$ cat src/rtl/fetch_pkg.sv
// fetch_pkg: shared types, constants and pointer sizing for the buffered fetch stage.
package fetch_pkg;
  localparam int XLEN = 32;
  localparam int PC_INC = 4;
  typedef struct packed {
    logic [XLEN-1:0] pc;
    logic [XLEN-1:0] instr;
    logic            pred_taken;
  } fetch_entry_t;
  function automatic int ptr_w(input int depth);
    return $clog2(depth) + 1;
  endfunction
endpackage

$ cat src/rtl/fetch_queue.sv
// fetch_queue: reservation FIFO with separate alloc, fill and read pointers (wrap bit included).
module fetch_queue
  import fetch_pkg::*;
#(
  parameter int DW = 32,
  parameter int DEPTH = 4,
  localparam int PW = ptr_w(DEPTH)
) (
  input  logic          clk,
  input  logic          rst,
  input  logic          flush,
  input  logic          alloc,
  input  logic [DW-1:0] alloc_pc,
  input  logic          alloc_pred,
  input  logic          fill,
  input  logic [DW-1:0] fill_data,
  input  logic          pop,
  output logic          full,
  output logic [PW-1:0] inflight,
  output logic          head_valid,
  output logic [DW-1:0] head_pc,
  output logic [DW-1:0] head_instr,
  output logic          head_pred
);
  localparam int IW = PW - 1;
  logic [PW-1:0] alloc_ptr, fill_ptr, rd_ptr;
  logic [DW-1:0] pc_mem [DEPTH];
  logic [DW-1:0] instr_mem [DEPTH];
  logic          pred_mem [DEPTH];
  always_ff @(posedge clk or negedge rst)
    if (!rst) begin
      alloc_ptr <= '0;
      fill_ptr <= '0;
      rd_ptr <= '0;
    end else if (flush) begin
      alloc_ptr <= '0;
      fill_ptr <= '0;
      rd_ptr <= '0;
    end else begin
      alloc_ptr <= alloc_ptr + PW'(alloc);
      fill_ptr <= fill_ptr + PW'(fill);
      rd_ptr <= rd_ptr + PW'(pop);
    end
  always_ff @(posedge clk) begin
    if (alloc) begin
      pc_mem[alloc_ptr[IW-1:0]] <= alloc_pc;
      pred_mem[alloc_ptr[IW-1:0]] <= alloc_pred;
    end
    if (fill) instr_mem[fill_ptr[IW-1:0]] <= fill_data;
  end
  assign full = (alloc_ptr - rd_ptr) == PW'(DEPTH);
  assign inflight = alloc_ptr - fill_ptr;
  assign head_valid = fill_ptr != rd_ptr;
  // Head fields read zero while empty so stale slots never leak to decode.
  assign head_pc = head_valid ? pc_mem[rd_ptr[IW-1:0]] : '0;
  assign head_instr = head_valid ? instr_mem[rd_ptr[IW-1:0]] : '0;
  assign head_pred = head_valid && pred_mem[rd_ptr[IW-1:0]];
endmodule

$ cat src/rtl/fetch_buffered.sv
// fetch_buffered: decoupled fetch stage with prefetch queue, prediction steering and redirect drop tracking.
module fetch_buffered
  import fetch_pkg::*;
#(
  parameter int DATA_WIDTH = XLEN,
  parameter int FIFO_DEPTH = 4,
  parameter logic [DATA_WIDTH-1:0] RESET_PC = '0
) (
  input  logic                  clk,
  input  logic                  rst,
  input  logic                  fetch_en,
  input  logic                  redirect,
  input  logic [DATA_WIDTH-1:0] redirect_target,
  input  logic                  predict_valid,
  input  logic                  predict_taken,
  input  logic [DATA_WIDTH-1:0] predict_target,
  output logic                  imem_req_valid,
  input  logic                  imem_req_ready,
  output logic [DATA_WIDTH-1:0] imem_req_addr,
  input  logic                  imem_rsp_valid,
  input  logic [DATA_WIDTH-1:0] imem_rsp_data,
  output logic                  out_valid,
  input  logic                  out_ready,
  output logic [DATA_WIDTH-1:0] Instr,
  output logic [DATA_WIDTH-1:0] pc_out,
  output logic [DATA_WIDTH-1:0] pc_out4,
  output logic                  pred_taken_out
);
  localparam int PW = ptr_w(FIFO_DEPTH);
  localparam int SW = PW + 1;
  logic [DATA_WIDTH-1:0] fetch_pc;
  logic [PW-1:0] drop_cnt, inflight;
  logic [SW-1:0] drop_sum;
  logic full, accept, taken, fill, pop;
  assign imem_req_valid = rst && fetch_en && !redirect && !full && drop_cnt != PW'(FIFO_DEPTH);
  assign imem_req_addr = fetch_pc;
  assign accept = imem_req_valid && imem_req_ready;
  assign taken = predict_valid && predict_taken;
  assign fill = imem_rsp_valid && drop_cnt == '0 && !redirect;
  assign pop = out_valid && out_ready && !redirect;
  // Responses still owed for flushed slots, plus any already owed, must be discarded later.
  assign drop_sum = {1'b0, drop_cnt} + {1'b0, inflight};
  assign pc_out4 = out_valid ? pc_out + DATA_WIDTH'(PC_INC) : '0;
  always_ff @(posedge clk or negedge rst)
    if (!rst) begin
      fetch_pc <= RESET_PC;
      drop_cnt <= '0;
    end else begin
      fetch_pc <= redirect ? redirect_target :
                  accept ? (taken ? predict_target : fetch_pc + DATA_WIDTH'(PC_INC)) : fetch_pc;
      drop_cnt <= redirect ? ((imem_rsp_valid && drop_sum == '0) ? '0 : PW'(drop_sum - SW'(imem_rsp_valid))) :
                  (imem_rsp_valid && drop_cnt != '0) ? drop_cnt - PW'(1) : drop_cnt;
    end
  fetch_queue #(.DW(DATA_WIDTH), .DEPTH(FIFO_DEPTH)) u_queue (
    .clk(clk),
    .rst(rst),
    .flush(redirect),
    .alloc(accept),
    .alloc_pc(fetch_pc),
    .alloc_pred(taken),
    .fill(fill),
    .fill_data(imem_rsp_data),
    .pop(pop),
    .full(full),
    .inflight(inflight),
    .head_valid(out_valid),
    .head_pc(pc_out),
    .head_instr(Instr),
    .head_pred(pred_taken_out)
  );
endmodule

$ cat config.mk
export PLATFORM = sky130hd
export DESIGN_NAME = fetch_buffered
export DESIGN_NICKNAME = d
export VERILOG_FILES = /design/src/rtl/fetch_pkg.sv /design/src/rtl/fetch_queue.sv /design/src/rtl/fetch_buffered.sv
export SDC_FILE = /design/constraint.sdc
export NUM_CORES = 1
export LEC_CHECK = 0
export CAP_MARGIN = 20
export CELL_PAD_IN_SITES_DETAIL_PLACEMENT = 0
export CELL_PAD_IN_SITES_GLOBAL_PLACEMENT = 1
export CORE_ASPECT_RATIO = 1.75
export CORE_UTILIZATION = 44
export CTS_CLUSTER_DIAMETER = 60
export CTS_CLUSTER_SIZE = 24
export DETAILED_ROUTE_END_ITERATION = 6
export PLACE_DENSITY = 0.9
export SLEW_MARGIN = 10
export SYNTH_ARGS = -nofsm -noshare
export SYNTH_HDL_FRONTEND = slang
export SYNTH_HIERARCHICAL = 1
export SYNTH_SLANG_ARGS = --single-unit
$ cat constraint.sdc
create_clock -name clk -period 5.55 [get_ports clk]
set_input_delay 1.11 -clock clk [delete_from_list [all_inputs] [get_ports clk]]
set_output_delay 1.11 -clock clk [all_outputs]
set_load 0.005 [all_outputs]
==> results of run 1 <==
## final cells by class
class / count / area (sq um) / area share, %
clock inverter: 5 / 52.6 / 0.305
clock buffer: 25 / 455 / 2.65
tap: 391 / 489 / 2.84
sequential: 304 / 8910 / 51.8
timing repair buffer: 252 / 2510 / 14.6
multi-input combinational: 557 / 4720 / 27.4
inverter: 22 / 82.6 / 0.480
## routing by layer
metal / routed length (um) / global-route usage, % / vias to the layer above
met1: 12600 / 25.4 / 4499
met3: 1950 / 1.88 / 60
met4: 874 / 7.44 / 0
met5: 0 / 0 / -
met2: 18500 / 37.6 / 385
li1: - / - / 4038
## state kept, by name, indices dropped and copies added (netlist names)
register / flops
imem_req_addr: 32
u_queue/pred_mem: 4
drop_cnt: 3
u_queue/instr_mem: 128
u_queue/pc_mem: 128
u_queue/fill_ptr: 3
u_queue/alloc_ptr: 3
u_queue/rd_ptr: 3
## cell usage after synthesis, types with 3 or more instances
master,count,area [sq um]
edfxtp_1,260,7810
nor2b_1,77,482
mux4_2,65,1460
nand2_1,45,169
dfrtp_1,44,1100
nor2_1,38,143
and2_1,30,188
nand3_1,30,150
o21ai_0,25,125
a21oi_1,23,115
clkbuf_1,21,78.8
xor2_1,21,184
and3_1,20,125
inv_1,20,75.1
xnor2_1,20,175
ha_1,18,225
nor3_1,14,70.1
buf_2,13,65.1
nand4_1,13,81.3
nor4_1,11,68.8
or3_1,11,68.8
o211ai_1,10,75.1
buf_6,9,101
a211oi_1,7,52.6
mux2i_1,7,70.1
a22oi_1,6,45.0
a31oi_1,5,31.3
and4_1,5,43.8
a21boi_0,4,30.0
a222oi_1,4,40.0
o22ai_1,4,25.0
a311oi_1,3,26.3
## kinds of logic after synthesis
family	Yosys count	synth area share, %
compound gates	107	5.04
xor+xnor	41	2.58
fa+ha+maj	20	1.90
buf+inv	69	2.52
flops	304	63.9
mux	73	11.1
simple gates	315	13.0
## path summary, 6_finish.rpt
check                      slack (ns)               from                    end  cells after the start
setup / recovery                 0.37  u_queue/rd_ptr[0]            pc_out4[26]                      9
hold / removal                   0.57   imem_req_addr[1]   u_queue/pc_mem[3][1]                      0
setup reg to reg                 1.77  u_queue/rd_ptr[0]  u_queue/pc_mem[2][15]                     10
hold reg to reg                  0.57   imem_req_addr[1]   u_queue/pc_mem[3][1]                      0
max in group asynchronous        4.27                rst      u_queue/rd_ptr[0]                      2
min in group asynchronous        0.80                rst       imem_req_addr[9]                      2
## through the flow
stage,utilization (%),hold slack (ns),std cells,power (W),area (sq um)
global route,55.6,0.607,1556,0.00499,17200
CTS,55.4,0.582,1553,0.00483,17200
detailed placement,53.8,0.556,1523,0.00356,16600
floorplan,-,0.517,929,0.00313,13900
global placement,53.8,0.543,1523,0.00354,16600
finish,55.6,0.571,1556,0.00480,17200
## power by group
group	leakage, nW	internal (W)	switching (W)
registers	2.88	0.00258	0.000121
clock network	0.246	0.000592	0.000697
logic	2.63	0.000423	0.000389
total	5.76	0.00359	0.00121
## worst reg2reg max path, cell delays in order, from the launching register on
cell and delay [ns]:
dfrtp_4 0.63, buf_6 0.55, ha_1 0.31, nor2b_1 0.15, xnor2_1 0.07, and3_1 0.18, and4bb_2 0.31, nand2_1 0.12
inv_2 0.34, and3_1 0.30, buf_4 0.43
## what timing repair did
| action | in CTS | in global routing |
|---|---|---|
| setup endpoints to repair | 0 | 12 |
| setup buffers | 0 | 2 |
| gates resized for setup | 0 | 3 |
==> run metrics, run 1 <==
critical path type=flop to primary output; post-route ant nets=0; Die Height=237 um; CP max FO=14; clock latency reported for the late side of the worst-skew pair=0.51 ns; number of buffers and inverters on the critical path=1; EDFF count, synth=260; post-synthesis sequential area ratio=63.9%; critical path's slowest cell=dfrtp_4; WL/cell=21.8 um; Slew Limit Headroom=28.8%; routed via count=8,982; Top cell by count, worst path=xor2_1; Max-Cap Viols=0; Max Freq=0.193 GHz; initial DRC count=687; # setup viols final=0; drt via density=5.77; fin worst setup slack=0.372 ns; Worst setup EP type=primary output; Nets=1,279; area grow syn2layout=23.5%; commonest non-fill, non-tap cell in the layout=edfxtp_1; final hold vios=0; Power Dens Cells=279 mW/mm^2; most frequent cells in the layout=edfxtp_1 (260), clkdlybuf4s50_1 (233), nor2b_1 (76), mux4_2 (65), nand2_1 (45); initial core utilization=45.1%; fin crit period=5.18 ns; antenna violations before repair=1; largest net degree at the start of global routing=46; row cnt=85; Syn Area/Cell=15.0 sq um; clock root buffer=clkbuf_16; ratio of cells with drive above 1 in the final layout=11.2%; run status=completed; number of fill cells=2,409; post-synth net total=1,054; Worst EP arrival=4.07 ns; cells along the critical path=xor2_1 > nor3_4 > nor2b_1 > and4_2 > nand4_2 > nor4_1 > xor2_1 > and2_1 > clkdlybuf4s50_1; Setup TNS=0 ns; Max stage delay on crit path=0.63 ns; Critical Path Start Type=flop; clock slew at reported path FFs=0.09 ns; vias in the first global route=8,757; dpl hpwl=23,400 um; Netlist Area Pre-Place=0.0139 sq mm; diode count=0; core area=0.0309 sq mm; cell count after synthesis=929; die area=0.0324 sq mm; number of synthesis warnings=6; library cells used by synthesis=69; final worst-path cycle share=93.3%; register bit total from synthesis=304; min-delay worst type=flop to flop; top_reg_cell synth=edfxtp_1; gr usage total=20.8%; htree depth=1; hold buffers post-CTS=0; Placer Congestion=0.828; clock sinks=304; drt drc=0; wirelength, routed=33,900 um; Boundary Pins=236; Worst Tran Pin Value=1.07 ns; grt ovf=0; clk buf depth=3; Crit path required time=4.44 ns; unrepaired setup endpoints after global routing=false; TritonCTS buffer count=17; 1st-pass router iterations=7; TritonCTS clock tree=yes; max-slew violation count=0; die width=137 um; maximum VDD drop=0.175 mV; I/O Buffers=235; pre-CTS WS=0.636 ns; first-pass GRT wire length=50,500 um; CP top delay family=simple AND/OR/NAND/NOR gates; Post-synth ARST share=14.5%; Max Clock Skew=0.0175 ns; Leak=5.76 nW
Note: power is estimated with default switching activity, not from simulation.
==> inputs of run 2 (changes only) <==
--- a/config.mk
+++ b/config.mk
@@ -14,7 +14,7 @@
 export CTS_CLUSTER_SIZE = 24
 export DETAILED_ROUTE_END_ITERATION = 6
 export PLACE_DENSITY = 0.9
-export SLEW_MARGIN = 10
+export SLEW_MARGIN = 30
 export SYNTH_ARGS = -nofsm -noshare
 export SYNTH_HDL_FRONTEND = slang
 export SYNTH_HIERARCHICAL = 1
==> run metrics, run 2 (same netlist as run 1, synthesis figures left out) <==
Leak=5.80 nW (+0.68%); Power Dens Cells=284 mW/mm^2 (+1.7%); TritonCTS clock tree=yes; Slew Limit Headroom=40.7% (+12 points); htree depth=1 (unchanged); fin worst setup slack=0.356 ns (-0.0161 ns); unrepaired setup endpoints after global routing=false; gr usage total=21.0% (+0.20 points); initial core utilization=45.1% (unchanged); Worst setup EP type=primary output; commonest non-fill, non-tap cell in the layout=edfxtp_1; fin crit period=5.19 ns (+0.0161 ns); maximum VDD drop=0.254 mV (+45%); Critical Path Start Type=flop; post-route ant nets=0 (unchanged); vias in the first global route=8,816 (+0.67%); row cnt=85 (unchanged); diode count=0 (unchanged); dpl hpwl=23,500 um (+0.41%); Nets=1,281 (+0.16%); Worst EP arrival=4.08 ns (about the same); hold_ws=0.584 ns (+0.0127 ns); area grow syn2layout=24.2%; drt via density=5.77 (about the same); first-pass GRT wire length=50,900 um (+0.81%); final core occ=56.0% (+0.34 points); Worst Tran Pin Value=0.885 ns (-0.180 ns); clock latency reported for the late side of the worst-skew pair=0.51 ns (about the same); I/O Buffers=235 (unchanged); pre-CTS WS=0.618 ns (-0.0180 ns); fin cells=1,559 (+0.19%); Max Freq=0.193 GHz (-0.31%); Max Clock Skew=0.0199 ns (+0.00239 ns); die area=0.0324 sq mm (unchanged); core area=0.0309 sq mm (unchanged); WL/cell=21.9 um (+0.51%); max-slew violation count=0 (unchanged); Boundary Pins=236 (unchanged); grt ovf=0 (unchanged); final hold vios=0 (unchanged); antenna violations before repair=0 (-1); largest net degree at the start of global routing=46 (unchanged); Max-Cap Viols=0 (unchanged); final worst-path cycle share=93.6% (+0.29 points); Worst R2R Start=u_queue/rd_ptr[0]; TritonCTS buffer count=18 (+1); min-delay worst type=flop to flop; initial DRC count=695 (+1.2%); critical path type=flop to primary output; ratio of cells with drive above 1 in the final layout=11.5% (+0.31 points); clk buf depth=3 (unchanged); # setup viols final=0 (unchanged); Inst Count DP=1,524 (+0.066%); Die Height=237 um (unchanged); clock slew at reported path FFs=0.09 ns (about the same); clock root buffer=clkbuf_16; R2R cell count=10 (unchanged); Worst Hold Depth=0 (unchanged); hold_sp=imem_req_addr[1]; 1st-pass router iterations=5 (-2); number of fill cells=2,367 (-1.7%); run status=completed; crit path from=u_queue/rd_ptr[0]; Crit path required time=4.44 ns (about the same); clock sinks=304 (unchanged); most frequent cells in the layout=edfxtp_1 (260), clkdlybuf4s50_1 (233), nor2b_1 (77), mux4_2 (65), nand2_1 (45); drt drc=0 (unchanged); wirelength, routed=34,100 um (+0.71%); CP max FO=14 (unchanged); Setup TNS=0 ns (unchanged); Placer Congestion=0.828 (unchanged); routed via count=8,993 (+0.12%); die width=137 um (unchanged)
run 2: changes by cell type in the layout (fill, tap and decap cells not counted), sizes merged:
cell    change
clkbuf      +3
buf         +1
clkinv      -1
run 2: layer usage:
layer,wire length (um),global-route usage [%]
met1,12400,24.8
met5,0,0
met3,1910,1.83
met2,18700,38.9
met4,1140,7.61
run 2: critical path: stages (launching register included):
cell             delay [ns]
dfrtp_4                0.63
xor2_1                 0.41
nor3_2                 0.23
nor2b_1                0.32
and4_2                 0.35
nand4_2                0.33
nor4_1                 0.45
xor2_1                 0.19
and2_1                 0.15
clkdlybuf4s50_1        0.50
run 2: final cells by class:
type / count / area, sq um / share of cell area (%)
multi-input cells: 557 / 4720 / 27.3
well taps: 391 / 489 / 2.82
flip-flops and latches: 304 / 8910 / 51.5
inverters: 22 / 82.6 / 0.477
clock buffers: 28 / 509 / 2.94
repair buffers: 253 / 2530 / 14.6
clock inverters: 4 / 68.8 / 0.397
run 2: metrics by stage:
stage,total power [W],area [sq um]
global placement,0.00354,16600
CTS,0.00493,17200
floorplan,0.00313,13900
detailed placement,0.00356,16700
global route,0.00509,17300
finish,0.00491,17300
run 2: worst paths after layout:
check / slack, ns / end
max in group asynchronous: 4.28 / u_queue/rd_ptr[0]
setup / recovery: 0.36 / pc_out4[26]
min in group asynchronous: 0.78 / imem_req_addr[9]
hold / removal: 0.58 / u_queue/pc_mem[2][1]
setup reg to reg: 1.73 / u_queue/pc_mem[2][9]
hold reg to reg: 0.58 / u_queue/pc_mem[2][1]
run 2: power by group:
part           internal [W]  switching [W]  total [W]
Combinational      0.000423       0.000390   0.000812
Sequential          0.00258       0.000122    0.00270
Clock              0.000666       0.000731    0.00140
run 2: timing repair:
item                       in CTS  in global routing
setup endpoints to repair       0                 16
setup buffers                   0                  2
hold buffers                    0                  0
gates resized for setup         0                  2
==> inputs of run 3 (changes only) <==
--- a/config.mk
+++ b/config.mk
@@ -9,11 +9,12 @@
 export CELL_PAD_IN_SITES_DETAIL_PLACEMENT = 0
 export CELL_PAD_IN_SITES_GLOBAL_PLACEMENT = 1
 export CORE_ASPECT_RATIO = 1.75
-export CORE_UTILIZATION = 44
+export CORE_UTILIZATION = 40
 export CTS_CLUSTER_DIAMETER = 60
 export CTS_CLUSTER_SIZE = 24
 export DETAILED_ROUTE_END_ITERATION = 6
-export PLACE_DENSITY = 0.9
+export PLACE_DENSITY = 0.87
+export SETUP_SLACK_MARGIN = 0.02
 export SLEW_MARGIN = 30
 export SYNTH_ARGS = -nofsm -noshare
 export SYNTH_HDL_FRONTEND = slang
==> constraint.sdc (replaced) <==
create_clock -name clk -period 4.3 [get_ports clk]
set_input_delay 0.86 -clock clk [delete_from_list [all_inputs] [get_ports clk]]
set_output_delay 0.86 -clock clk [all_outputs]
set_load 0.005 [all_outputs]
==> run metrics, run 3 (same netlist as run 1, synthesis figures left out) <==
gr usage total=19.9% (-1.1 points); unrepaired setup endpoints after global routing=true; run status=finished, violations left; Boundary Pins=236 (unchanged); Worst setup EP type=primary output; placed cell areas=0.0171 sq mm (+2.4%); clock share of power=26.4% (-2.1 points); critical path type=flop to primary output; Power Dens Cells=349 mW/mm^2 (+23%); clock sinks=304 (unchanged); grt ovf=0 (unchanged); hold buffers post-CTS=0 (unchanged); Max-Cap Viols=0 (unchanged); most frequent cells in the layout=edfxtp_1 (260), clkdlybuf4s50_1 (227), mux4_2 (65), nor2b_1 (58), buf_4 (52); design area=0.0181 sq mm (+4.7%); clk buf depth=3 (unchanged); Inst Count DP=1,629 (+6.9%); TritonCTS clock tree=yes; Slew Limit Headroom=42.1% (+1.4 points); number of buffers and inverters on the critical path=3 (+2); Reg area=0.00891 sq mm (about the same); fin worst setup slack=-0.0378 ns (-0.394 ns); CP top delay family=simple AND/OR/NAND/NOR gates; cells along the critical path=buf_12 > mux4_2 > nor2b_4 > and4_4 > nand4_4 > buf_6 > nor3_2 > xor2_1 > and2_1 > clkdlybuf4s50_1; TritonCTS buffer count=17 (-1); Placer Congestion=0.857 (+3.5%); number of fill cells=2,792 (+18%); routed via count=9,049 (+0.62%); drt via density=5.41 (-6.2%); area occupied by multi-input gates=0.00503 sq mm (+6.5%); sw frac=25.6% (+0.30 points); htree depth=1 (unchanged); die width=143 um (+4.8%); row cnt=90 (+5.9%); commonest non-fill, non-tap cell in the layout=edfxtp_1; Pwr Total=0.00633 W (+29%); max-slew violation count=0 (unchanged); clock root buffer=clkbuf_16; clock slew at reported path FFs=0.10 ns (about the same); antenna violations before repair=0 (unchanged); min-delay worst type=input port to asynchronous set/reset pin; fin cells=1,672 (+7.2%); final hold vios=0 (unchanged); fin crit period=4.34 ns; Max Clock Skew=0.0295 ns (+0.00969 ns); first-pass GRT wire length=53,100 um (+4.5%); Sequential Power Share=55.1% (about the same); R2R cell count=9 (-1); initial core utilization=40.6% (-4.5 points); dpl hpwl=23,900 um (+1.9%); drt drc=0 (unchanged); vias in the first global route=9,212 (+4.5%); reg-to-reg endpoint=drop_cnt[2]; I/O Buffers=235 (unchanged); P_int=0.00471 W (+28%); Worst EP arrival=3.48 ns (-0.60 ns); area grow syn2layout=30.1%; initial DRC count=566 (-19%); diode count=0 (unchanged); Max Freq=0.231 GHz; CP max FO=7 (-7); Worst R2R Start=u_queue/fill_ptr[0]; Nets=1,331 (+3.9%); core area=0.0343 sq mm (+11%); final worst-path cycle share=101%; maximum VDD drop=0.198 mV (-22%); Net Sw Power=0.00162 W (+30%); Critical Path Start Type=flop; r2r setup slk=0.96 ns (-0.77 ns); Max stage delay on crit path=0.58 ns (-0.05 ns); Die Height=249 um (+4.8%); combinational power share=18.6% (+2.1 points); ratio of cells with drive above 1 in the final layout=17.7% (+6.3 points); Leak=6.41 nW (+11%); failing checks=negative setup slack; die area=0.0356 sq mm (+9.9%); Crit path required time=3.44 ns (-1.00 ns); # setup viols final=1 (+1); clock latency reported for the late side of the worst-skew pair=0.51 ns (about the same); largest net degree at the start of global routing=63 (+37%); post-route ant nets=0 (unchanged); critical path's slowest cell=dfrtp_4; 1st-pass router iterations=5 (unchanged); wirelength, routed=35,200 um (+3.2%); Worst Tran Pin Value=0.865 ns (-0.0202 ns); WL/cell=21.1 um (-3.7%)
run 3: cell count changes in the layout (fill, tap and decap cells not counted), moves of 5 or more:
cell,delta
clkdlybuf4s50_1,-6
nor2b_1,-19
nor2b_2,+8
clkbuf_1,-5
nor4_4,+7
nor2b_4,+11
nor3_1,-5
nor4_1,-7
buf_4,+38
buf_12,+7
buf_6,+6
dlymetal6s2s_1,+6
run 3: worst reg2reg max path: cells and delay by family, from the launching register on:
family	cells	cell delay, ns
buf+inv	2	0.27
simple gates	3	1.20
fa+ha+maj	3	1.18
compound gates	1	0.14
flops	1	0.45
run 3: layer usage:
metal	share of wire [%]	up-vias	GRT usage (%)
met3	4.8	73	1.86
li1	-	4136	-
met2	53	337	35.6
met1	37	4503	23.9
met4	4.2	0	8.73
met5	0	-	0
run 3: through the flow:
step / setup WS, ns / util [%] / TNS, ns / hold WS [ns]
floorplan: 0.574 / - / 0 / 0.517
global placement: 0.296 / 49.7 / 0 / 0.571
detailed placement: 0.229 / 49.7 / 0 / 0.586
CTS: -0.0180 / 51.9 / -0.0180 / 0.595
global route: -0.150 / 52.8 / -0.841 / 0.609
finish: -0.0378 / 52.8 / -0.0378 / 0.592
run 3: cell type report:
| type | instances | share of cell area [%] |
|---|---|---|
| clock buffer | 21 | 2.43 |
| timing repair buffer | 304 | 16.8 |
| sequential | 304 | 49.2 |
| tap | 460 | 3.17 |
| clock inverter | 4 | 0.269 |
| inverter | 22 | 0.455 |
| multi-input combinational | 557 | 27.8 |
run 3: repair_timing:
item	in CTS	in global routing
setup buffers	7	9
resized for setup	40	39
pin swaps	7	11
gates cloned	2	1
endpoints found under the setup margin	20	22
run 3: power groups by stage:
| stage | clock network [W] | registers (W) | logic [W] |
|---|---|---|---|
| 6_report | 0.00167 | 0.00348 | 0.00117 |
| 5_1_grt | 0.00178 | 0.00350 | 0.00128 |
| 4_1_cts | 0.00170 | 0.00348 | 0.00115 |
| 3_5_place_dp | 0 | 0.00354 | 0.00113 |
| 3_3_place_gp | 0 | 0.00354 | 0.00111 |
| 2_1_floorplan | 0 | 0.00349 | 0.000552 |
run 3: worst max path at each step:
stage | from | endpoint | cells past startpoint
5_1_grt | u_queue/rd_ptr[0] | pc_out4[22] | 10
2_1_floorplan | redirect | u_queue/instr_mem[2][0] | 6
6_report | u_queue/rd_ptr[0] | pc_out4[22] | 10
3_5_place_dp | u_queue/rd_ptr[0] | pc_out4[23] | 10
4_1_cts | u_queue/rd_ptr[0] | pc_out4[23] | 10
3_3_place_gp | u_queue/rd_ptr[0] | pc_out4[23] | 10
